$ cat src/rtl/lab3_input_conditioner.sv
// Input front end for the Lab3 light sequencer: synchronizes and debounces KEY[1]/SW[1:0],
// resolves the prioritized light mode and generates the mode-aligned pattern step strobe.
module lab3_input_conditioner #(
    parameter int SYNC_STAGES     = 2,
    parameter int DEBOUNCE_CYCLES = 100000,
    parameter int DB_W            = 17,
    parameter int TICK_DIV        = 2500000,
    parameter int TICK_W          = 22
) (
    input  logic       ADC_CLK_10,
    input  logic       KEY0,
    input  logic       key1_raw,
    input  logic [1:0] sw_raw,
    output logic       dir_left,
    output logic       turn_en,
    output logic       hazard_en,
    output logic [1:0] mode,
    output logic       mode_change,
    output logic       step_tick
);

    // Bit order {key1, sw[1], sw[0]}; key idles high (right), switches idle low.
    localparam logic [2:0]        IN_RST    = 3'b100;
    localparam logic [DB_W-1:0]   DB_LAST   = DB_W'(DEBOUNCE_CYCLES - 1);
    localparam logic [TICK_W-1:0] TICK_LAST = TICK_W'(TICK_DIV - 1);

    logic [2:0]        sync_q [SYNC_STAGES];
    logic [2:0]        db_q;
    logic [DB_W-1:0]   db_cnt [3];
    logic [TICK_W-1:0] tick_cnt;
    logic [1:0]        next_mode;

    always_ff @(posedge ADC_CLK_10 or negedge KEY0) begin
        if (!KEY0) begin
            for (int s = 0; s < SYNC_STAGES; s++) sync_q[s] <= IN_RST;
        end else begin
            sync_q[0] <= {key1_raw, sw_raw};
            for (int s = 1; s < SYNC_STAGES; s++) sync_q[s] <= sync_q[s-1];
        end
    end

    // A new level is accepted only after DEBOUNCE_CYCLES consecutive disagreeing samples.
    always_ff @(posedge ADC_CLK_10 or negedge KEY0) begin
        if (!KEY0) begin
            db_q <= IN_RST;
            for (int i = 0; i < 3; i++) db_cnt[i] <= '0;
        end else begin
            for (int i = 0; i < 3; i++) begin
                if (sync_q[SYNC_STAGES-1][i] == db_q[i]) begin
                    db_cnt[i] <= '0;
                end else if (db_cnt[i] == DB_LAST) begin
                    db_q[i]   <= sync_q[SYNC_STAGES-1][i];
                    db_cnt[i] <= '0;
                end else begin
                    db_cnt[i] <= db_cnt[i] + DB_W'(1);
                end
            end
        end
    end

    assign dir_left  = ~db_q[2];
    assign turn_en   = db_q[1];
    assign hazard_en = db_q[0];

    always_comb begin
        next_mode = 2'b00;
        if (db_q[0])      next_mode = 2'b11;
        else if (db_q[1]) next_mode = db_q[2] ? 2'b01 : 2'b10;
    end

    // A mode change restarts the step cadence and wins over a coincident wrap.
    always_ff @(posedge ADC_CLK_10 or negedge KEY0) begin
        if (!KEY0) begin
            mode        <= 2'b00;
            mode_change <= 1'b0;
            tick_cnt    <= '0;
            step_tick   <= 1'b0;
        end else begin
            mode <= next_mode;
            if (next_mode != mode) begin
                mode_change <= 1'b1;
                tick_cnt    <= '0;
                step_tick   <= 1'b0;
            end else begin
                mode_change <= 1'b0;
                if (mode == 2'b00) begin
                    tick_cnt  <= '0;
                    step_tick <= 1'b0;
                end else if (tick_cnt == TICK_LAST) begin
                    tick_cnt  <= '0;
                    step_tick <= 1'b1;
                end else begin
                    tick_cnt  <= tick_cnt + TICK_W'(1);
                    step_tick <= 1'b0;
                end
            end
        end
    end

endmodule

$ cat config.mk
export PLATFORM = sky130hd
export DESIGN_NAME = lab3_input_conditioner
export DESIGN_NICKNAME = d
export VERILOG_FILES = /design/src/rtl/lab3_input_conditioner.sv
export SDC_FILE = /design/constraint.sdc
export NUM_CORES = 1
export LEC_CHECK = 0
export BUFFER_PORTS_ARGS = -buffer_cell sky130_fd_sc_hd__buf_2
export CAP_MARGIN = 5
export CORE_MARGIN = 2
export CORE_UTILIZATION = 58
export CTS_BUF_LIST = sky130_fd_sc_hd__clkbuf_16
export CTS_CLUSTER_DIAMETER = 40
export DETAILED_ROUTE_END_ITERATION = 10
export HOLD_SLACK_MARGIN = 0.08
export PLACE_DENSITY = 0.75
export SYNTH_ARGS = -nofsm -noshare
export SYNTH_HDL_FRONTEND = slang
export SYNTH_SLANG_ARGS = --single-unit
$ cat constraint.sdc
create_clock -name ADC_CLK_10 -period 3.6 [get_ports ADC_CLK_10]
set_clock_uncertainty 0.05 [all_clocks]
set_input_delay 0.18 -clock ADC_CLK_10 [delete_from_list [all_inputs] [get_ports ADC_CLK_10]]
set_output_delay 0.18 -clock ADC_CLK_10 [all_outputs]
set_load 0.01 [all_outputs]
==> flow_results.org, run 1 <==
** Synth
- Number of enable-type register cells in the synthesized netlist :: 0
- The number of nets handed over by synthesis was 420.
- A synthesized cell averages 10.1 um^2.
- Distinct cell type count of the synthesized netlist :: 40
- Synthesis-stage register bit count :: 86
- For this run, asynchronously set or reset flops after synthesis account for 100%.
- Cell count after synthesis :: ~410
- Prevailing post-synth register cell :: dfrtp_1
- Warning count from the yosys run :: 0
- Summed instance area of the synthesized netlist :: 0.00415 mm^2
- For this run, the register share of the synthesized area comes to around half.

** Floorplan
- The floorplan step defined a die boundary enclosing 0.00784 mm^2.
- From bottom edge to top edge, the die measures roughly 90 um.
- Number of placed I/O pins :: 12
- Row Count :: 30
- The die is 88.6 um wide.
- Core Area :: about 0.007 mm^2
- Starting density of the core :: 60.4%

** Clock network
- Root Buffer :: clkbuf_16
- Quantity of gates resized following cts :: 0
- In this run, CTS created clock tree buffers numbering 9.
- The clock passes through at most 2 buffers.
- H-Tree Depth :: 3
- For this design, the sink count on the clock tree is 86.
- Clock-pin slew was measured on the worst setup and hold paths at 0.06 ns.
- Clock network latency to the later pin of the worst-skew pair :: 0.33 ns
- TritonCTS clock tree :: built

** Cells and area
- The number of antenna diodes in the final layout is 0.
- Excluding fillers, the count of instances in the completed layout stands at 532.
- The net count of the finished layout is 440.
- Relative to the synthesized area, the layout overhead comes to 12.6%.
- Fraction of layout instances using a drive strength above 1 :: 8.94%
- Filler cell count in the final layout :: 517

** Worst setup path
- Crit start category :: flip-flop
- Along the worst path, the maximum fanout reaches 9.
- The worst register-to-register path has a depth of 6.
- Type of the worst setup path :: flip-flop to flip-flop
- STA classifies the critical path endpoint as a flip-flop.
- For flop-to-flop paths, the worst setup slack is 1.24 ns.
- Critical path data required time :: 3.69 ns
- CP Data Arrival Time :: 2.45 ns
- In this run the critical register-to-register path is captured at tick_cnt[13].
- Startpoint of the lowest-slack register-to-register path :: tick_cnt[0]

** Route
- Routed length per instance :: 14.1 um
- Routed signal wires occupy layers up through met4.
- Detailed routing placed a total of 3550 um of wire on met2.
- Overall routed net length :: ~7500 um
- Routed length on met3 :: about 220 um
- The pre-antenna-repair detailed-routing pass consisted of 4 iterations.
- Detailed-route wire length on metal 1 :: 3660 um
- In the routed design, unresolved DRC markers number 0.
- In this run the remaining antenna-violating nets after routing total 0.
- Initial DRC count :: between 150 and 200
- Vias :: 3033
- Using the TritonRoute via totals, the vias-per-cell ratio works out to between 5 and 6.

** Pwr
- The worst-case IR drop observed on VDD is 213 uV.
- Fraction of power consumed by the clock network :: 47.7%
- Switching Fraction :: 20.0%
- The internal portion of the total power is 1.59 mW.
- Net switching power :: 0.398 mW
- Power comes to between 1.5 and 2 mW.
- The share of total power dissipated in combinational logic is under 10%.
- Sequential cell fraction of total power :: 49.7%
- Summed over all cells, the static leakage comes to between 1.5 and 2 nW.
- Dividing total power by cell area gives a power density of roughly 430 mW/mm^2.

** STA
- Post-route clock period utilization :: approximately two thirds
- Final setup viols :: 0
- Headroom to the max-slew limit came out at between 10% and 20%.
- Setup TNS after final layout :: 0 ns
- For the pin with the worst max-slew slack, the measured transition is ~1.2 ns.
- Setup repair after global routing left no endpoint under its margin.
- Minimum clock period :: 2.36 ns
- The number of hold violations in the final report is 0.
- Fmax :: 424 MHz
- Hold timing on the final database bottoms out at a slack of 0.299 ns.
- Final number of max-transition violations :: 0

** Min path
- Worst Min Path Start :: sync_q[3]
- Number of cells traversed by the worst hold path :: 0
- The worst hold path belongs to the class flip-flop to flip-flop.
- The path with the worst hold slack has its endpoint at sync_q[0].

** Placed design
- After legalization and detailed placement, the total HPWL measured 4910 um.
- Number of cells after detailed placement :: 512
- The congestion estimate from routability-driven global placement came to 0.852.
- Count of buffers inserted at the top-level ports :: 11

** Global routing
- Entering global routing, the biggest net connects 87 pins.
- Wire length of the first global-routing pass :: 13100 um
- Antenna violations before repair :: 0
- Global routing used 21.2% of the available tracks across all layers.
- The total overflow left after global routing is 0.
- The via count of the first global-routing pass was 2986.

** Run
- Max-cap violations in this run came to 0.

** Outcome
- The run finished with clean final reports.
[power by group through the flow]
| stage | logic (mW) | registers (mW) | clock network, mW |
|---|---|---|---|
| 2_1_floorplan | 0.0231 | 1.00 | 0 |
| 3_3_place_gp | 0.0499 | 1.01 | 0 |
| 3_5_place_dp | 0.0508 | 1.01 | 0 |
| 4_1_cts | 0.0544 | 0.989 | 0.970 |
| 5_1_grt | 0.0617 | 0.990 | 1.02 |
| 6_report | 0.0522 | 0.990 | 0.949 |
[synth_stat cells, types with 6 or more instances]
cell | number | share of area, %
clkbuf_1 | 7 | 0.63
xor2_1 | 22 | 4.6
nor3_1 | 25 | 3.0
inv_1 | 12 | 1.1
nor4_1 | 8 | 1.2
nand2_1 | 30 | 2.7
or3_1 | 9 | 1.4
nand4_1 | 17 | 2.6
a21oi_1 | 9 | 1.1
xnor2_1 | 33 | 7.0
o21ai_0 | 8 | 0.97
nor2_1 | 51 | 4.6
and4_1 | 9 | 1.9
nand3_1 | 24 | 2.9
or4_1 | 6 | 1.1
dfrtp_1 | 83 | 50
[metrics by stage]
step                      worst slack [ns]  util [%]  area, um^2
after floorplan                       1.65         -        4150
after global routing                  1.02      68.0        4670
after detailed placement              1.29      62.9        4320
after global placement                1.34      62.9        4320
final                                 1.24      68.0        4670
after CTS                             1.25      68.0        4670
[worst max-delay path, cell delays in order (launching register included)]
cell,delay (ns)
dfrtp_1,0.38
ha_1,0.22
nand4_1,0.28
or4_1,0.54
nor2_1,0.37
buf_4,0.26
nor3_1,0.07
[timing repair]
item,CTS,global route
hold endpoints to repair,86,0
setup buffers,0,0
hold buffers,4,0
[layout make-up]
type                    count  area, um^2  area share [%]
flip-flops and latches     86        2160            46.2
multi-input cells         303        1910            40.9
clock buffers               9         225            4.82
repair buffers             19         128            2.73
well taps                  96         120            2.57
clock inverters             7        83.8            1.80
inverters                  12        45.0           0.965
[cells by family (layout without fill, tap and decap cells)]
group | count (synthesis) | in the layout | synth area share, %
mux | 3 | 3 | 0.815
flops | 86 | 86 | 52.0
buf+inv | 22 | 47 | 2.08
fa+ha+maj | 4 | 4 | 1.21
compound gates | 36 | 36 | 5.43
simple gates | 205 | 205 | 26.9
xor+xnor | 55 | 55 | 11.6
[worst max path at each step]
stage / from / end / slack (ns) / depth (start not counted)
2_1_floorplan: tick_cnt[5] / tick_cnt[21] / 1.65 / 5
3_3_place_gp: tick_cnt[0] / tick_cnt[15] / 1.34 / 6
3_5_place_dp: tick_cnt[0] / tick_cnt[2] / 1.29 / 6
4_1_cts: tick_cnt[0] / tick_cnt[16] / 1.25 / 6
5_1_grt: tick_cnt[0] / tick_cnt[13] / 1.02 / 6
6_report: tick_cnt[0] / tick_cnt[13] / 1.24 / 6
[cells in the final DEF (no fill, tap or decap), types with 6 or more instances in the layout]
cell type / synthesis / routed
nand3_1: 24 / 24
or4_1: 6 / 6
xnor2_1: 33 / 33
nor2_1: 51 / 51
and4_1: 9 / 9
dfrtp_1: 83 / 83
o21ai_0: 8 / 8
clkbuf_16: 0 / 9
nor4_1: 8 / 8
xor2_1: 22 / 22
or3_1: 9 / 9
nand4_1: 17 / 17
nor3_1: 25 / 25
nand2_1: 30 / 30
a21oi_1: 9 / 9
buf_2: 3 / 10
inv_1: 12 / 15
[flip-flops by register name (all words and copies together) (netlist names)]
register / cells
step_tick: 1
mode_change: 1
sync_q: 6
db_q: 3
db_cnt: 51
tick_cnt: 22
mode: 2
[routing by layer]
metal  track usage [%]  up-vias
met1              28.8     1491
li1                  -     1495
met3              4.76        6
met2              33.9       41
met5                 0        -
met4              7.30        0
Power figures use the tool's default switching activity.
==> run 2: changes to the inputs <==
- CORE_UTILIZATION: 58 -> 56
- PLACE_DENSITY: 0.75 -> 0.76
- clock period: 3.6 -> 2.1 ns (I/O delays scaled with it)
==> flow_results.org, run 2 (synthesis gave the netlist of run 1 again) <==
** Floorplan
- After floorplanning, the core was divided into 31 placement rows.
- The floorplan step defined a die boundary enclosing between 0.008 and 0.009 mm^2.
- Measured along the x axis, the die boundary spans 90.1 um.
- Vertical die dimension :: 90.1 um
- The core region is 0.00721 mm^2.
- Starting density of the core :: 57.5%
- Number of placed I/O pins :: 12

** Clock network
- Clock transition at the register clock pins on the worst setup and hold paths after CTS :: about 0.060 ns
- In this run the number of H-tree levels came out at 3.
- Counting along the longest clock path gives a buffer depth of 2.
- TritonCTS clock tree :: built
- After clock tree synthesis, the setup repair step added 0 buffers.
- Clock network latency to the later pin of the worst-skew pair :: 0.34 ns
- Number of buffers inserted during clock tree synthesis :: 9
- Root Buffer :: clkbuf_16
- CTS Sinks :: 86

** STA
- Setup TNS after final layout :: 0 ns
- Final setup viols :: 0
- Fmax :: 509 MHz
- Least-Margin Pin Slew :: approximately 0.44 ns
- After layout, the worst path uses roughly 94% of the clock period.
- Minimum clock period :: 1.97 ns
- Final number of max-transition violations :: 0
- RSZ-0062 raised after global routing :: false
- Hold is met by 0.300 ns.
- The number of hold violations in the final report is 0.
- Max-slew headroom at the worst pin :: 70.5%

** Cells and area
- Leaving out fill and tap cells, the most frequent cells in the layout are 82 x dfrtp_1, 51 x nor2_1, 33 x xnor2_1, 30 x nand2_1, 25 x nor3_1.
- The number of antenna diodes in the final layout is 0.
- The net count of the finished layout is 452.
- In the final layout, the share of cells above drive strength 1 is 11.8%.
- Ranked by flip-flop count, first place goes to db_cnt.
- The library cell used most frequently in the layout, excluding fill and tap cells, is dfrtp_1.
- Syn-to-layout area delta :: 15.2%
- The largest registers in the layout are db_cnt x51, tick_cnt x22, sync_q x6.
- Number of flip-flops in the largest register :: 51

** Global routing
- Congestion Overflow GR :: 0
- Antenna violations before repair :: 0
- The via count of the first global-routing pass came to ~3300.
- Maximum number of pins on one net before global-route repair :: 87
- Wire length of the first global-routing pass :: 14800 um
- Total Routing Usage GR :: roughly 22%

** Pwr
- Final total power :: 3.45 mW
- Net switching power :: slightly above 0.7 mW
- Static leakage power :: roughly 1.9 nW
- Switching Fraction :: 20.6%
- Fraction of power consumed by the clock network :: 47.9%
- Design internal power :: between 2 and 3 mW
- Dividing total power by cell area gives a power density of between 700 and 800 mW/mm^2.
- Of the total power, registers draw 49.2%.
- Proportion of power drawn by combinational gates :: 2.9%
- Across the VDD grid, the largest voltage drop is between 500 and 600 uV.

** Worst setup path
- Crit start category :: flip-flop
- Data on the critical path is required at its endpoint by about 2.3 ns.
- Flop-to-flop setup slack :: 0.13 ns
- Endpoint class of the critical path :: flip-flop
- In this run the worst path has a maximum fanout of 4.
- Type of the worst setup path :: flip-flop to flip-flop
- At the worst endpoint, the arrival time is 2.16 ns.

** Route
- Remaining design rule violation count :: 0
- The routed layout has around 3100 vias.
- Initial DRC count :: 137
- Avg Vias per Cell :: 5.72
- Overall routed net length :: 8370 um
- In the final routed layout, each cell accounts on average for between 15 and 20 um.
- The detail route stage leaves a number of antenna-violating nets equal to 0.
- Pre-antenna DRT Iters :: 4

** Placed design
- The HPWL after detailed placement is 5240 um.
- Count of buffers inserted at the top-level ports :: 11
- GP Congestion :: 0.843

** Run
- Across the run, the number of max-cap violations was 0.

** Min path
- Min-delay worst type :: input pin to asynchronous set/reset pin

** Outcome
- Run status :: completed
==> run 2: changes by cell type in the layout (fill, tap and decap cells not counted), sizes merged <==
cell and delta:
clkinv +2, inv -1, buf +12, clkinvlp -1
==> run 2: worst paths after layout <==
path / endpoint / from / depth (start not counted)
min in group ADC_CLK_10: sync_q[0] / sync_q[3] / 0
max in group asynchronous: db_q[2] / KEY0 / 3
worst min register to register: sync_q[0] / sync_q[3] / 0
worst max-delay path: tick_cnt[18] / tick_cnt[0] / 5
worst min-delay path: db_cnt[22] / KEY0 / 3
worst max register to register: tick_cnt[18] / tick_cnt[0] / 5
==> run 2: metal layers <==
metal  vias up  global-route usage, %  routed length (um)
li1       1527                      -                   -
met1      1540                   28.3                3670
met2        49                   37.8                4280
met3        14                   5.45                 238
met4         0                   6.41                 180
met5         -                      0                   0
==> run 2: per-stage QoR <==
| stage | utilization (%) | worst slack, ns | std cells | area, um^2 |
|---|---|---|---|---|
| floorplan | - | 0.145 | 411 | 4150 |
| CTS | 66.1 | 0.0441 | 547 | 4770 |
| global placement | 61.3 | 0.146 | 527 | 4430 |
| global route | 66.2 | 0.0107 | 547 | 4780 |
| detailed placement | 61.3 | 0.0731 | 527 | 4430 |
| finish | 66.2 | 0.134 | 547 | 4780 |
==> run 2: final cells by class <==
cell class | instances | area [um^2]
clock buffers | 9 | 225
repair buffers | 31 | 230
fillers | 589 | 2440
clock inverters | 7 | 81.3
well taps | 99 | 124
flip-flops and latches | 86 | 2160
inverters | 12 | 45.0
multi-input cells | 303 | 1910
==> run 2: power by group through the flow <==
stage	clock network, mW	registers [mW]	logic, mW
3_5_place_dp	0	1.73	0.0963
2_1_floorplan	0	1.72	0.0397
5_1_grt	1.74	1.70	0.116
3_3_place_gp	0	1.72	0.0946
4_1_cts	1.67	1.70	0.102
6_report	1.65	1.70	0.0992
==> run 2: worst max-delay path: stages, from the launching register on <==
cell,delay [ns]
dfrtp_1,0.39
ha_1,0.24
nand4_1,0.16
or3_1,0.44
or3_1,0.35
a211oi_1,0.24
==> run 2: timing repair <==
| item | in CTS | in global routing |
|---|---|---|
| endpoints found under the hold margin | 86 | 0 |
| gates resized for setup | 0 | 2 |
| endpoints found under the setup margin | 0 | 1 |
| hold buffers | 4 | 0 |
==> run 3: changes to the inputs <==
- ABC_AREA: default -> 1
==> flow_results.org, run 3 <==
** Synth
- Count leader, synth :: nand2_1
- A synthesized cell averages 7.69 um^2.
- Summed instance area of the synthesized netlist :: 0.00459 mm^2
- In the synthesized netlist the async set-or-reset flop fraction comes to 100%.
- Area share of the largest cell type after synthesis :: 45.2%
- Share of synthesized area occupied by flip-flops and latches :: 46.9%
- Largest cells by area after synthesis :: dfrtp_1 45%, nand2_1 12%, nor2_1 9.8%
- Distinct cell type count of the synthesized netlist :: 31
- Synthesis-stage register bit count :: 86
- For this run, the leading register cell type out of synthesis is dfrtp_1.
- Cell count after synthesis :: 597
- The commonest cells after synthesis are 146 x nand2_1, 120 x nor2_1, 83 x dfrtp_1.
- Synthesized netlist net count :: 606
- Summed over all instances, the cell type with the most area after synthesis is dfrtp_1.
- Number of enable-type register cells in the synthesized netlist :: 0
- For this run, the number of Yosys warnings is 0.

** Floorplan
- Chip Width :: 94.6 um
- Row Count :: 33
- Vertical die dimension :: 94.6 um
- 12 I/O pins were placed.
- The total area inside the core boundary comes to 0.00809 mm^2.
- Starting density of the core :: 56.7%
- The die covers 0.00894 mm^2.

** Clock network
- H-Tree Depth :: 3
- For the worst-skew pair, the clock arrives at the later sink with an insertion delay of 0.34 ns.
- Clock-pin slew was measured on the worst setup and hold paths at approximately 0.06 ns.
- In this run the deepest clock path goes through 2 buffers.
- The tree is rooted in a clkbuf_16.
- For this design, the CTS-stage hold fixing added 4 buffers.
- Total setup buffers inserted after CTS :: 0
- Once the clock tree was built, the resizer swapped 0 gates to a different size.
- In this run, CTS created clock tree buffers numbering 9.
- CTS Sinks :: 86
- TritonCTS clock tree :: built

** Route
- The first routing iteration left 159 violations.
- Across all layers, the routed design uses 3724 vias.
- Pre-antenna DRT Iters :: 4
- Remaining design rule violation count :: 0
- Antenna Violating Nets Remaining :: 0
- Routed length per instance :: 12.2 um
- For this block, the routed nets add up to 8920 um of wire.
- Dividing the detail-routed via count by the number of cells gives 5.09.

** STA
- Static timing analysis puts the maximum clock frequency at 561 MHz.
- Setup TNS after final layout :: 0 ns
- Setup violations remaining at the end of the flow were counted as 0.
- Final number of max-transition violations :: 0
- Post-route clock period utilization :: 84.8%
- Minimum clock period :: 1.78 ns
- For the pin with the worst max-slew slack, the measured transition is 0.689 ns.
- Final-report hold violation count :: 0
- Max-slew headroom at the worst pin :: ~54%
- Setup repair after global routing left no endpoint under its margin.

** Placed design
- At the end of routability-driven placement, the weighted congestion stood at 0.942.
- In this run the tool buffered the top-level ports with 11 buffer cells.
- Dpl hpwl :: about 6300 um
- Counting tap cells, the placed design contains a total of around 710 instances.
- After detailed placement, the total cell area comes to 0.00479 mm^2.

** Cells and area
- The register with the most flip-flops in the layout has slightly above 50 of them.
- At the end of the flow, the number of nets in the layout was 632.
- Post-route design area :: 0.00511 mm^2
- Most frequent standard cell in the layout excluding fill and tap cells :: nand2_1
- From synthesis to final layout, the design area changed by 11.3%.
- The largest registers in the layout are db_cnt x51, tick_cnt x22, sync_q x6.
- Register with the most flip-flops :: db_cnt
- Cells fill 63.1% of the core in the end.
- Most frequent cells in the layout :: 146 x nand2_1, 120 x nor2_1, 83 x dfrtp_1, 66 x inv_1, 32 x nand3_1
- Number of non-filler instances in the completed layout :: 732
- The number of antenna diodes in the final layout is 0.
- Fraction of layout instances using a drive strength above 1 :: between 10% and 20%

** Global routing
- Congestion Overflow GR :: 0
- Total Routing Usage GR :: 22.7%
- The first global-routing pass estimated 16000 um of wire.
- Number of global-route vias before repair :: 3756
- Maximum number of pins on one net before global-route repair :: 87
- The initial antenna violation count came to 0.

** Pwr
- Across the VDD grid, the largest voltage drop is 380 uV.
- Net switching power :: 0.701 mW
- Summed over all cells, the static leakage comes to 2.17 nW.
- Fraction of power consumed by the clock network :: 46.0%
- Of the total power, registers draw approximately half.
- Switching Fraction :: 21.2%
- For this design the ratio of total power to cell area is 648 mW/mm^2.
- The internal portion of the total power is 2.61 mW.
- Per report_power, the combinational group accounts for 2.9% of the total.

** Outcome
- The run finished with clean final reports.

** Run
- Max-cap violations in this run came to 0.

** Worst setup path
- The slowest stage of the critical path belongs to the cell dfrtp_1.
- Delay of the slowest cell on the worst path :: 0.43 ns
- Critical path data required time :: between 2 and 2.5 ns
- In this run the worst path has a maximum fanout of 12.
- Flop-to-flop setup slack :: 0.32 ns
- Endpoint class of the critical path :: flip-flop
- The worst setup path is launched from a flip-flop.
- Traced cell by cell, the critical path runs through ha_1, nand2_1, inv_1, nand2_1, nor2_1, nand3_2, nand3_2, buf_4, nor2_2.
- CP Data Arrival Time :: ~2.0 ns
- Type of the worst setup path :: flip-flop to flip-flop

** Min path
- In this run the worst hold path is classified as input pin to asynchronous set/reset pin.
## run 3: kinds of logic after synthesis
family                     count (synthesis)  synth area share [%]
and+or+nand+nor                          381                  37.3
DFF                                       86                  46.9
buffers and inverters                     72                  6.24
AOI/OAI and AO/OA                         36                  4.96
xor gates and xnor gates                  18                  3.43
adders and majority gates                  4                  1.09
## run 3: final timing paths
kind,start,end,cells past startpoint
min in group ADC_CLK_10,sync_q[4],sync_q[1],0
max in group asynchronous,KEY0,db_q[2],3
hold reg to reg,sync_q[4],sync_q[1],0
setup reg to reg,tick_cnt[0],tick_cnt[12],9
hold / removal,KEY0,tick_cnt[13],3
setup / recovery,tick_cnt[0],tick_cnt[12],9
## run 3: metrics by stage
stage / hold WS, ns / power (mW) / setup WS [ns]
final: 0.294 / 3.31 / 0.318
after CTS: 0.306 / 3.35 / 0.301
after global routing: 0.315 / 3.44 / 0.148
after detailed placement: 0.130 / 1.82 / 0.341
after floorplan: -0.241 / 1.76 / 0.582
after global placement: 0.125 / 1.81 / 0.432
## run 3: power by group through the flow
stage / combinational [mW] / sequential [mW] / clock, mW
global route: 0.115 / 1.69 / 1.64
finish: 0.0973 / 1.69 / 1.52
floorplan: 0.0423 / 1.72 / 0
detailed placement: 0.0940 / 1.72 / 0
global placement: 0.0924 / 1.72 / 0
CTS: 0.101 / 1.69 / 1.55
## run 3: area by class of cell
class	count	area, um^2
clock buffers	9	225
clock inverters	6	55.1
fillers	711	2980
inverters	69	259
multi-input cells	439	2150
flip-flops and latches	86	2160
well taps	105	131
repair buffers	18	133
## run 3: critical path, delay by kind of cell (launching register included)
family / cells / cell delay [ns]
DFF: 1 / 0.43
buffers and inverters: 2 / 0.30
adders and majority gates: 1 / 0.31
and+or+nand+nor: 6 / 0.57
## run 3: per-layer routing
| metal | share of wire (%) | wire (um) | track usage, % | vias up |
|---|---|---|---|---|
| met5 | 0 | 0 | 0 | - |
| met4 | 2.3 | 207 | 9.78 | 0 |
| met1 | 46 | 4130 | 29.1 | 1720 |
| met2 | 48 | 4260 | 37.7 | 65 |
| met3 | 3.6 | 320 | 4.47 | 17 |
| li1 | - | - | - | 1922 |
